==> config.mk <==
export PLATFORM = sky130hd
export DESIGN_NAME = redun_mont_seq_flat
export DESIGN_NICKNAME = d
export VERILOG_FILES = /design/src/rtl/redun_mont_pkg.sv /design/src/rtl/redun_mont_seq_if.sv /design/src/rtl/redun_mont_wdog.sv /design/src/rtl/redun_mont_seq.sv /design/src/flat_wrapper.sv
export SDC_FILE = /design/constraint.sdc
export NUM_CORES = 1
export LEC_CHECK = 0
export ABC_CLOCK_PERIOD_IN_PS = 5900
export BUFFER_PORTS_ARGS = -buffer_cell sky130_fd_sc_hd__buf_4
export CAP_MARGIN = 30
export CORE_MARGIN = 5
export CORE_UTILIZATION = 50
export DETAILED_ROUTE_END_ITERATION = 16
export PLACE_DENSITY_LB_ADDON = 0.05
export SLEW_MARGIN = 20
export SYNTH_ARGS = -nofsm -noshare
export SYNTH_HDL_FRONTEND = slang
export SYNTH_SLANG_ARGS = --single-unit
==> constraint.sdc <==
create_clock -name i_clk -period 5.9 [get_ports i_clk]
set_input_delay 1.18 -clock i_clk [delete_from_list [all_inputs] [get_ports i_clk]]
set_output_delay 1.18 -clock i_clk [all_outputs]
set_load 0.02 [all_outputs]
==> src/rtl/redun_mont_pkg.sv <==
// rtl/redun_mont_pkg.sv - shared word-vector, iteration and sequencer state types
package redun_mont_pkg;
  localparam int NUM_WRDS      = 4;
  localparam int WRD_BITS      = 16;
  localparam int ITER_BITS_DEF = 64;

  // Each word carries one extra carry bit in redundant form.
  typedef logic [NUM_WRDS-1:0][WRD_BITS:0] redun0_t;
  typedef logic [ITER_BITS_DEF-1:0]        iter_t;

  typedef enum logic [1:0] {
    IDLE = 2'd0,
    LOAD = 2'd1,
    RUN  = 2'd2,
    DONE = 2'd3
  } seq_state_t;
endpackage

==> src/rtl/redun_mont_seq_if.sv <==
// rtl/redun_mont_seq_if.sv - host-side start/result/checkpoint bundle of the sequencer
interface redun_mont_seq_if
  import redun_mont_pkg::*;
#(
  parameter int ITER_BITS = ITER_BITS_DEF
) ();
  redun0_t              i_sq;
  logic [ITER_BITS-1:0] i_iters;
  logic                 i_val;
  logic                 o_rdy;
  logic                 i_abort;
  redun0_t              o_res;
  logic                 o_val;
  logic                 i_rdy;
  logic                 o_err;
  redun0_t              o_chk;
  logic [ITER_BITS-1:0] o_chk_iter;
  logic                 o_chk_val;

  modport master (
    output i_sq, i_iters, i_val, i_abort, i_rdy,
    input  o_rdy, o_res, o_val, o_err, o_chk, o_chk_iter, o_chk_val
  );

  modport slave (
    input  i_sq, i_iters, i_val, i_abort, i_rdy,
    output o_rdy, o_res, o_val, o_err, o_chk, o_chk_iter, o_chk_val
  );
endinterface

==> src/rtl/redun_mont_wdog.sv <==
// rtl/redun_mont_wdog.sv - loadable down-counter flagging the last cycle of its window
module redun_mont_wdog #(
  parameter int CYCLES = 64
) (
  input  logic clk,
  input  logic rst,
  input  logic load,
  input  logic dec,
  output logic expire
);
  localparam int W = $clog2(CYCLES + 1);

  logic [W-1:0] cnt;

  always_ff @(posedge clk) begin
    if (rst) begin
      cnt <= '0;
    end else if (load) begin
      cnt <= W'(CYCLES);
    end else if (dec && cnt != '0) begin
      cnt <= cnt - W'(1);
    end
  end

  // Asserted on the edge that would take the count to zero.
  assign expire = (cnt == W'(1));
endmodule

==> src/rtl/redun_mont_seq.sv <==
// rtl/redun_mont_seq.sv - runs the squaring core exactly T times and returns the result
module redun_mont_seq
  import redun_mont_pkg::*;
#(
  parameter int ITER_BITS    = ITER_BITS_DEF,
  parameter int CHK_INTERVAL = 1024,
  parameter int WDOG_CYCLES  = 64
) (
  input  logic            i_clk,
  input  logic            i_rst,
  redun_mont_seq_if.slave host,
  output logic            o_core_rst,
  output redun0_t         o_core_sq,
  output logic            o_core_val,
  input  redun0_t         i_core_mul,
  input  logic            i_core_val
);
  localparam int               CHK_W    = (CHK_INTERVAL > 1) ? $clog2(CHK_INTERVAL) : 1;
  localparam logic [CHK_W-1:0] CHK_LAST = (CHK_INTERVAL > 0) ? CHK_W'(CHK_INTERVAL - 1) : '0;
  localparam bit               CHK_EN   = (CHK_INTERVAL != 0);

  seq_state_t           state;
  logic [ITER_BITS-1:0] cnt;
  logic [ITER_BITS-1:0] cnt_nxt;
  logic [ITER_BITS-1:0] iters;
  logic [CHK_W-1:0]     chk_cnt;
  logic                 chk_hit;
  logic                 accept;
  logic                 wdog_load;
  logic                 wdog_expire;

  assign accept    = host.i_val && host.o_rdy;
  assign cnt_nxt   = cnt + ITER_BITS'(1);
  assign chk_hit   = CHK_EN && (chk_cnt == CHK_LAST);
  assign wdog_load = (state == LOAD) || (state == RUN && i_core_val);

  redun_mont_wdog #(
    .CYCLES (WDOG_CYCLES)
  ) u_wdog (
    .clk    (i_clk),
    .rst    (i_rst),
    .load   (wdog_load),
    .dec    (state == RUN),
    .expire (wdog_expire)
  );

  always_ff @(posedge i_clk) begin
    if (i_rst) begin
      state           <= IDLE;
      cnt             <= '0;
      iters           <= '0;
      chk_cnt         <= '0;
      host.o_rdy      <= 1'b0;
      host.o_res      <= '0;
      host.o_val      <= 1'b0;
      host.o_err      <= 1'b0;
      host.o_chk      <= '0;
      host.o_chk_iter <= '0;
      host.o_chk_val  <= 1'b0;
      o_core_rst      <= 1'b1;
      o_core_sq       <= '0;
      o_core_val      <= 1'b0;
    end else begin
      host.o_chk_val <= 1'b0;
      o_core_val     <= 1'b0;
      case (state)
        IDLE: begin
          host.o_rdy <= 1'b1;
          o_core_rst <= 1'b1;
          if (accept) begin
            host.o_rdy <= 1'b0;
            host.o_err <= 1'b0;
            iters      <= host.i_iters;
            cnt        <= '0;
            chk_cnt    <= '0;
            if (host.i_iters == '0) begin
              // Zero squarings: the input is already the answer.
              host.o_res <= host.i_sq;
              host.o_val <= 1'b1;
              state      <= DONE;
            end else begin
              o_core_sq  <= host.i_sq;
              o_core_rst <= 1'b0;
              o_core_val <= 1'b1;
              state      <= LOAD;
            end
          end
        end
        LOAD: begin
          if (host.i_abort) begin
            o_core_rst <= 1'b1;
            host.o_rdy <= 1'b1;
            state      <= IDLE;
          end else begin
            state <= RUN;
          end
        end
        RUN: begin
          if (host.i_abort) begin
            o_core_rst <= 1'b1;
            host.o_rdy <= 1'b1;
            state      <= IDLE;
          end else if (i_core_val) begin
            cnt <= cnt_nxt;
            if (cnt_nxt == iters) begin
              host.o_res <= i_core_mul;
              host.o_val <= 1'b1;
              o_core_rst <= 1'b1;
              state      <= DONE;
            end
            if (chk_hit) begin
              host.o_chk      <= i_core_mul;
              host.o_chk_iter <= cnt_nxt;
              host.o_chk_val  <= 1'b1;
              chk_cnt         <= '0;
            end else begin
              chk_cnt <= chk_cnt + CHK_W'(1);
            end
          end else if (wdog_expire) begin
            host.o_err <= 1'b1;
            host.o_rdy <= 1'b1;
            o_core_rst <= 1'b1;
            state      <= IDLE;
          end
        end
        DONE: begin
          if (host.i_rdy) begin
            host.o_val <= 1'b0;
            host.o_rdy <= 1'b1;
            state      <= IDLE;
          end
        end
        default: state <= IDLE;
      endcase
    end
  end
endmodule

==> src/flat_wrapper.sv <==
// flat-port wrapper written by rule: the top's interface ports become plain ports
module redun_mont_seq_flat import redun_mont_pkg::*;
#(
  parameter int ITER_BITS    = ITER_BITS_DEF,
  parameter int CHK_INTERVAL = 1024,
  parameter int WDOG_CYCLES  = 64
)
  (i_clk, i_rst, o_core_rst, o_core_sq, o_core_val, i_core_mul, i_core_val, host_i_sq, host_i_iters, host_i_val, host_i_abort, host_i_rdy, host_o_rdy, host_o_res, host_o_val, host_o_err, host_o_chk, host_o_chk_iter, host_o_chk_val);
  redun_mont_seq_if #(.ITER_BITS(ITER_BITS)) host_i ();
  input  logic i_clk;
  input  logic i_rst;
  output logic o_core_rst;
  output redun0_t o_core_sq;
  output logic o_core_val;
  input  redun0_t i_core_mul;
  input  logic i_core_val;
  input wire logic [$bits(host_i.i_sq)-1:0] host_i_sq;
  input wire logic [$bits(host_i.i_iters)-1:0] host_i_iters;
  input wire logic [$bits(host_i.i_val)-1:0] host_i_val;
  input wire logic [$bits(host_i.i_abort)-1:0] host_i_abort;
  input wire logic [$bits(host_i.i_rdy)-1:0] host_i_rdy;
  output wire logic [$bits(host_i.o_rdy)-1:0] host_o_rdy;
  output wire logic [$bits(host_i.o_res)-1:0] host_o_res;
  output wire logic [$bits(host_i.o_val)-1:0] host_o_val;
  output wire logic [$bits(host_i.o_err)-1:0] host_o_err;
  output wire logic [$bits(host_i.o_chk)-1:0] host_o_chk;
  output wire logic [$bits(host_i.o_chk_iter)-1:0] host_o_chk_iter;
  output wire logic [$bits(host_i.o_chk_val)-1:0] host_o_chk_val;
  assign host_i.i_sq = host_i_sq;
  assign host_i.i_iters = host_i_iters;
  assign host_i.i_val = host_i_val;
  assign host_i.i_abort = host_i_abort;
  assign host_i.i_rdy = host_i_rdy;
  assign host_o_rdy = host_i.o_rdy;
  assign host_o_res = host_i.o_res;
  assign host_o_val = host_i.o_val;
  assign host_o_err = host_i.o_err;
  assign host_o_chk = host_i.o_chk;
  assign host_o_chk_iter = host_i.o_chk_iter;
  assign host_o_chk_val = host_i.o_chk_val;
  redun_mont_seq #(.ITER_BITS(ITER_BITS), .CHK_INTERVAL(CHK_INTERVAL), .WDOG_CYCLES(WDOG_CYCLES)) u_core (.i_clk(i_clk), .i_rst(i_rst), .host(host_i), .o_core_rst(o_core_rst), .o_core_sq(o_core_sq), .o_core_val(o_core_val), .i_core_mul(i_core_mul), .i_core_val(i_core_val));
endmodule
==> reports/qor.yml, run 1 <==
post_dp_cell_area_um2: 24200
multi_input_area_um2: 10800
hpwl_um: 63500
tightest_slew_ns: 0.986
seqCellArea_um2: 8430
grt_pass1_wl_um: 123000
rsz0062_at_grt: "false"
power.density_nw_per_um2: 272
ant_nets: 0
yosys.area.top_type: "dfxtp_1"
synth.most_common_cell: "nand2_1"
num_rows: 74
syn_inst: 2616
clockBufferDepth: 3
nFillCells: 3646
grt_max_degree: 133
hold_violations: 0
dpl_worst_slack_ns: 0.680
stdcell_count: 3529
leakage_nw: 9.41
ys_ff_latch: 421
cts_made_buffers: 45
grt_pass1_vias: 19600
first_pass_iters: 6
seq_area_frac_synth_pct: 41.3
crit_path_start_kind: "flop"
holdBufCountCts: 0
synth_async_sr_flop_share_pct: 0
die_w_um: 212
clkTransAtPathRegs_ns: 0.06
grt_overflow: 0
place.gp.congestion: 1.05
final_nets: 3174
drc_errors: 0
portBuffers: 479
utilization_pct: 63.4
syn-num-nets: 2833
routed_wirelength_um: 84100
holdWs_ns: 0.455
ys_warn_count: 0
synth-edff-count: 0
min_period_over_period_pct: 89.5
fmax_mhz: 189
grt_usage_pct: 35.3
start_util_pct: 50.2
die-height_um: 212
fp.dieArea_um2: 45000
clk_latency_ns: 0.59
setup_tns_ns: 0
top_layer: "met5"
totalPowerFinal_mw: 7.00
slew_viol_final: 0
ys_top_cells_by_count: "499 x nand2_1, 421 x dfxtp_1, 277 x a21oi_1"
wl_met2_um: 39300
synth_area_leaders: "dfxtp_1 41%, nand2_1 9.2%, a21oi_1 6.8%, a211oi_1 4.9%, nor2_1 3.9%"
synth.distinct_cells: 73
end_kind: "flop"
synth_area_um2: 20400
cts_num_sinks: 421
ys.flop_type: "dfxtp_1"
h-tree-depth: 2
cts.repair.resized: 0
finalWorstSetupSlack_ns: 0.618
ctsRootBufferMaster: "clkbuf_16"
fin_worst_skew_ns: 0.0214
placed_cells: 3442
period_needed_ns: 5.28
critPathArrivalTime_ns: 5.69
critPathKind: "reg -> reg"
drt_iter0_markers: 2436
drt-met1-wl_um: 33000
max_cap_viol_count: 0
hp-class: "reg -> reg"
pin_count: 480
cp_max_fo: 13
fin_area_um2: 25800
status: "completed"
viasPerCell: 5.99
cts_tree: "done"
cp.required_ns: 6.31
route.vias.total: 21100
areaGrowthSynthToFinish_pct: 26.2
met3_length_um: 6720
setup_viol: 0
drive_gt1_share_pct: 21.9
postSynthAreaPerCell_um2: 7.80
post_drt_wl_per_cell_um: 23.8
post_cts_buffers: 0
slew_headroom_pct: 34.3
coreArea_um2: 40600
irDropWorstVdd_mv: 0.269
antenna_found_initial: 5
yosys.area.top_type_share_pct: 41.3
worst max-delay path: stages (launching register included):
cell	delay (ns)
dfxtp_1	0.71
nand2_1	0.24
or4_1	0.71
or4_4	0.63
nor2_1	0.24
xnor3_1	0.19
or4b_2	0.58
or4_1	0.58
nor4_4	0.31
buf_4	0.22
o21a_4	0.32
buf_4	0.26
a221oi_1	0.11
power by group:
part	leakage (nW)	switching [mW]	total (mW)	internal [mW]
Clock	0.775	1.24	3.01	1.77
Combinational	5.24	0.591	0.962	0.371
Sequential	3.40	0.0848	3.03	2.94
registers in the layout, indices dropped and copies added, names as in the netlist, 2 cells and up:
signal	cells
u_core.chk_cnt	10
u_core.host.o_res	68
u_core.u_wdog.cnt	7
u_core.iters	64
u_core.state	2
u_core.o_core_sq	68
u_core.host.o_chk	68
u_core.host.o_chk_iter	64
u_core.cnt	64
layout make-up:
cell class / instances / share of cell area [%]
multi-input cells: 1880 / 41.8
flip-flops and latches: 421 / 32.7
repair buffers: 525 / 15.5
clock buffers: 65 / 5.21
well taps: 532 / 2.58
inverters: 84 / 1.22
clock inverters: 18 / 0.913
diodes: 4 / 0.0389
cell families (layout without fill, tap and decap cells):
kind of cell             Yosys count  after routing  share of synthesized area, %
AND/OR/NAND/NOR                 1127           1127                          26.3
adder cells (fa/ha/maj)           11             11                         0.674
AO/OA/AOI/OAI                    622            622                          20.0
flip-flops                       421            421                          41.3
other                              0              4                             0
XOR/XNOR                         111            111                          4.97
multiplexers                       9              9                         0.460
buffers and inverters            315            692                          6.31
final timing paths:
path | from | to | slack [ns] | cells after the start
max | u_core.cnt[37] | u_core.host.o_res[28] | 0.62 | 12
min | u_core.o_core_sq[30] | u_core.o_core_sq[30] | 0.46 | 2
max reg2reg | u_core.cnt[37] | u_core.host.o_res[28] | 0.62 | 12
min reg2reg | u_core.o_core_sq[30] | u_core.o_core_sq[30] | 0.46 | 2
cell usage in the layout (no fill, tap or decap), drive strengths merged, types with 65 or more instances in the layout:
cell	n
nor2	213
o21ai	68
a21oi	277
inv	87
a221oi	71
a211oi	132
xnor2	67
dfxtp	421
clkbuf	65
buf	525
nand2	499
layer usage:
metal,up-vias,GRT usage (%)
met5,-,0
met4,2,18.3
met3,227,5.77
met2,992,58.0
met1,10100,45.1
li1,9836,-
Power figures use the tool's default switching activity.
==> run 2, diff against run 1 <==
Settings changed: ABC_CLOCK_PERIOD_IN_PS 5900 to 4700, CORE_UTILIZATION 50 to 49.
Clock period 5.9 ns to 4.7 ns, I/O delays scaled along.
==> reports/qor.yml, run 2 (synthesized netlist as in run 1, its figures left out) <==
status: "completed"
grt_max_degree: 148
drive_gt1_share_pct: 24.3
nFillCells: 3540
period_needed_ns: 4.55
cp.required_ns: 5.19
h-tree-depth: 2
critPathArrivalTime_ns: 5.04
final_common_cell: "buf_4"
clkTransAtPathRegs_ns: 0.06
critPathSlowestCell: "or4_4"
hpwl_um: 65400
layout_common_cells: "600 x buf_4, 497 x nand2_1, 416 x dfxtp_1"
num_rows: 74
critPathKind: "reg -> reg"
portBuffers: 479
slowest_delay_ns: 0.55
clockBufferDepth: 3
stdcell_count: 3621
totalPowerFinal_mw: 8.86
drt_iter0_markers: 2025
crit_chain: "and4_1, and3_1, nand3_1, or3_1, a32o_1, or4_1, or4_4, nor4_4, buf_4, o211ai_4, buf_12, a221oi_1"
slew_headroom_pct: 29.4
coreArea_um2: 41000
grt_overflow: 0
route.vias.total: 21800
ant_nets: 0
final_nets: 3264
crit_buf_inv: 2
routed_wirelength_um: 86500
antenna_found_initial: 7
grt_pass1_wl_um: 128000
dpl_worst_slack_ns: 0.0298
critPathLaunch: "u_core.cnt[18]"
crit_path_start_kind: "flop"
hold_start: "u_core.o_core_sq[25]"
holdBufCountCts: 0
irDropWorstVdd_mv: 0.301
viasPerCell: 6.02
cp_max_fo: 41
fp.dieArea_um2: 45800
fin_area_um2: 26600
reg.largest.list: "u_core.host.o_chk x68, u_core.host.o_res x68, u_core.o_core_sq x68"
hp-class: "reg -> reg"
finalWorstSetupSlack_ns: 0.147
first_pass_iters: 5
worstReg2RegEnd: "u_core.host.o_res[40]"
max_cap_viol_count: 0
start_util_pct: 49.8
power.density_nw_per_um2: 333
fin_worst_skew_ns: 0.0315
cts_tree: "done"
end_kind: "flop"
clk_latency_ns: 0.60
hold_violations: 0
path_delay_family: "simple AND/OR/NAND/NOR gates"
post_drt_wl_per_cell_um: 23.9
cts_made_buffers: 45
grt_pass1_vias: 20500
placed_cells: 3528
holdPathEnd: "u_core.o_core_sq[25]"
reg2reg_from: "u_core.cnt[18]"
setup_tns_ns: 0
setup_viol: 0
areaGrowthSynthToFinish_pct: 30.2
slew_viol_final: 0
post_dp_cell_area_um2: 24900
cts_num_sinks: 421
drc_errors: 0
fmax_mhz: 220
tightest_slew_ns: 1.06
grt_usage_pct: 35.4
leakage_nw: 9.91
min_period_over_period_pct: 96.9
die_w_um: 214
pin_count: 480
rsz0062_at_grt: "false"
reg2reg_depth: 12
hold_depth: 2
place.gp.congestion: 0.992
regToRegSetupSlack_ns: 0.15
die-height_um: 214
ctsRootBufferMaster: "clkbuf_16"
-- run 2: timing repair --
item / in CTS / in global routing
resized for setup: 0 / 11
buffers inserted: 0 / 3
setup endpoints to repair: 0 / 71
-- run 2: worst min-delay path, stage by stage (launching register included) --
cell and delay, ns:
dfxtp_1 0.31, nand2_1 0.05, a21oi_1 0.05
-- run 2: cell type report --
class | count | area, um2 | share of cell area [%]
Antenna cell | 5 | 12.5 | 0.0471
Clock buffer | 68 | 1320 | 4.98
Clock inverter | 16 | 256 | 0.965
Inverter | 84 | 315 | 1.19
Multi-Input combinational cell | 1880 | 10800 | 40.6
Sequential cell | 421 | 8430 | 31.7
Tap cell | 532 | 666 | 2.50
Timing Repair Buffer | 615 | 4790 | 18.0
-- run 2: layer usage --
| metal | vias to the layer above | share of wire (%) | GRT usage (%) |
|---|---|---|---|
| met5 | - | 0.031 | 0 |
| met4 | 4 | 5.6 | 17.4 |
| met3 | 245 | 7.4 | 6.41 |
| met2 | 1102 | 48 | 60.5 |
| met1 | 10400 | 39 | 43.0 |
| li1 | 10000 | - | - |
-- run 2: worst max path at each step --
stage / cells past startpoint / endpoint
detailed placement: 14 / u_core.host.o_res[50]
global route: 13 / u_core.host.o_res[41]
floorplan: 15 / u_core.host.o_res[57]
CTS: 14 / u_core.host.o_res[50]
finish: 12 / u_core.host.o_res[40]
global placement: 14 / u_core.host.o_res[9]
-- run 2: metrics by stage --
| step | util, % | hold slack [ns] |
|---|---|---|
| 2_1_floorplan | - | 0.438 |
| 6_report | 64.8 | 0.455 |
| 4_1_cts | 64.6 | 0.455 |
| 3_5_place_dp | 60.8 | 0.447 |
| 5_1_grt | 64.8 | 0.469 |
| 3_3_place_gp | 60.8 | 0.442 |
-- run 2: report_power, final --
part / switching (mW) / total [mW] / internal, mW
Clock: 1.53 / 3.82 / 2.29
Combinational: 0.746 / 1.24 / 0.494
Sequential: 0.105 / 3.80 / 3.69
Total: 2.38 / 8.86 / 6.47
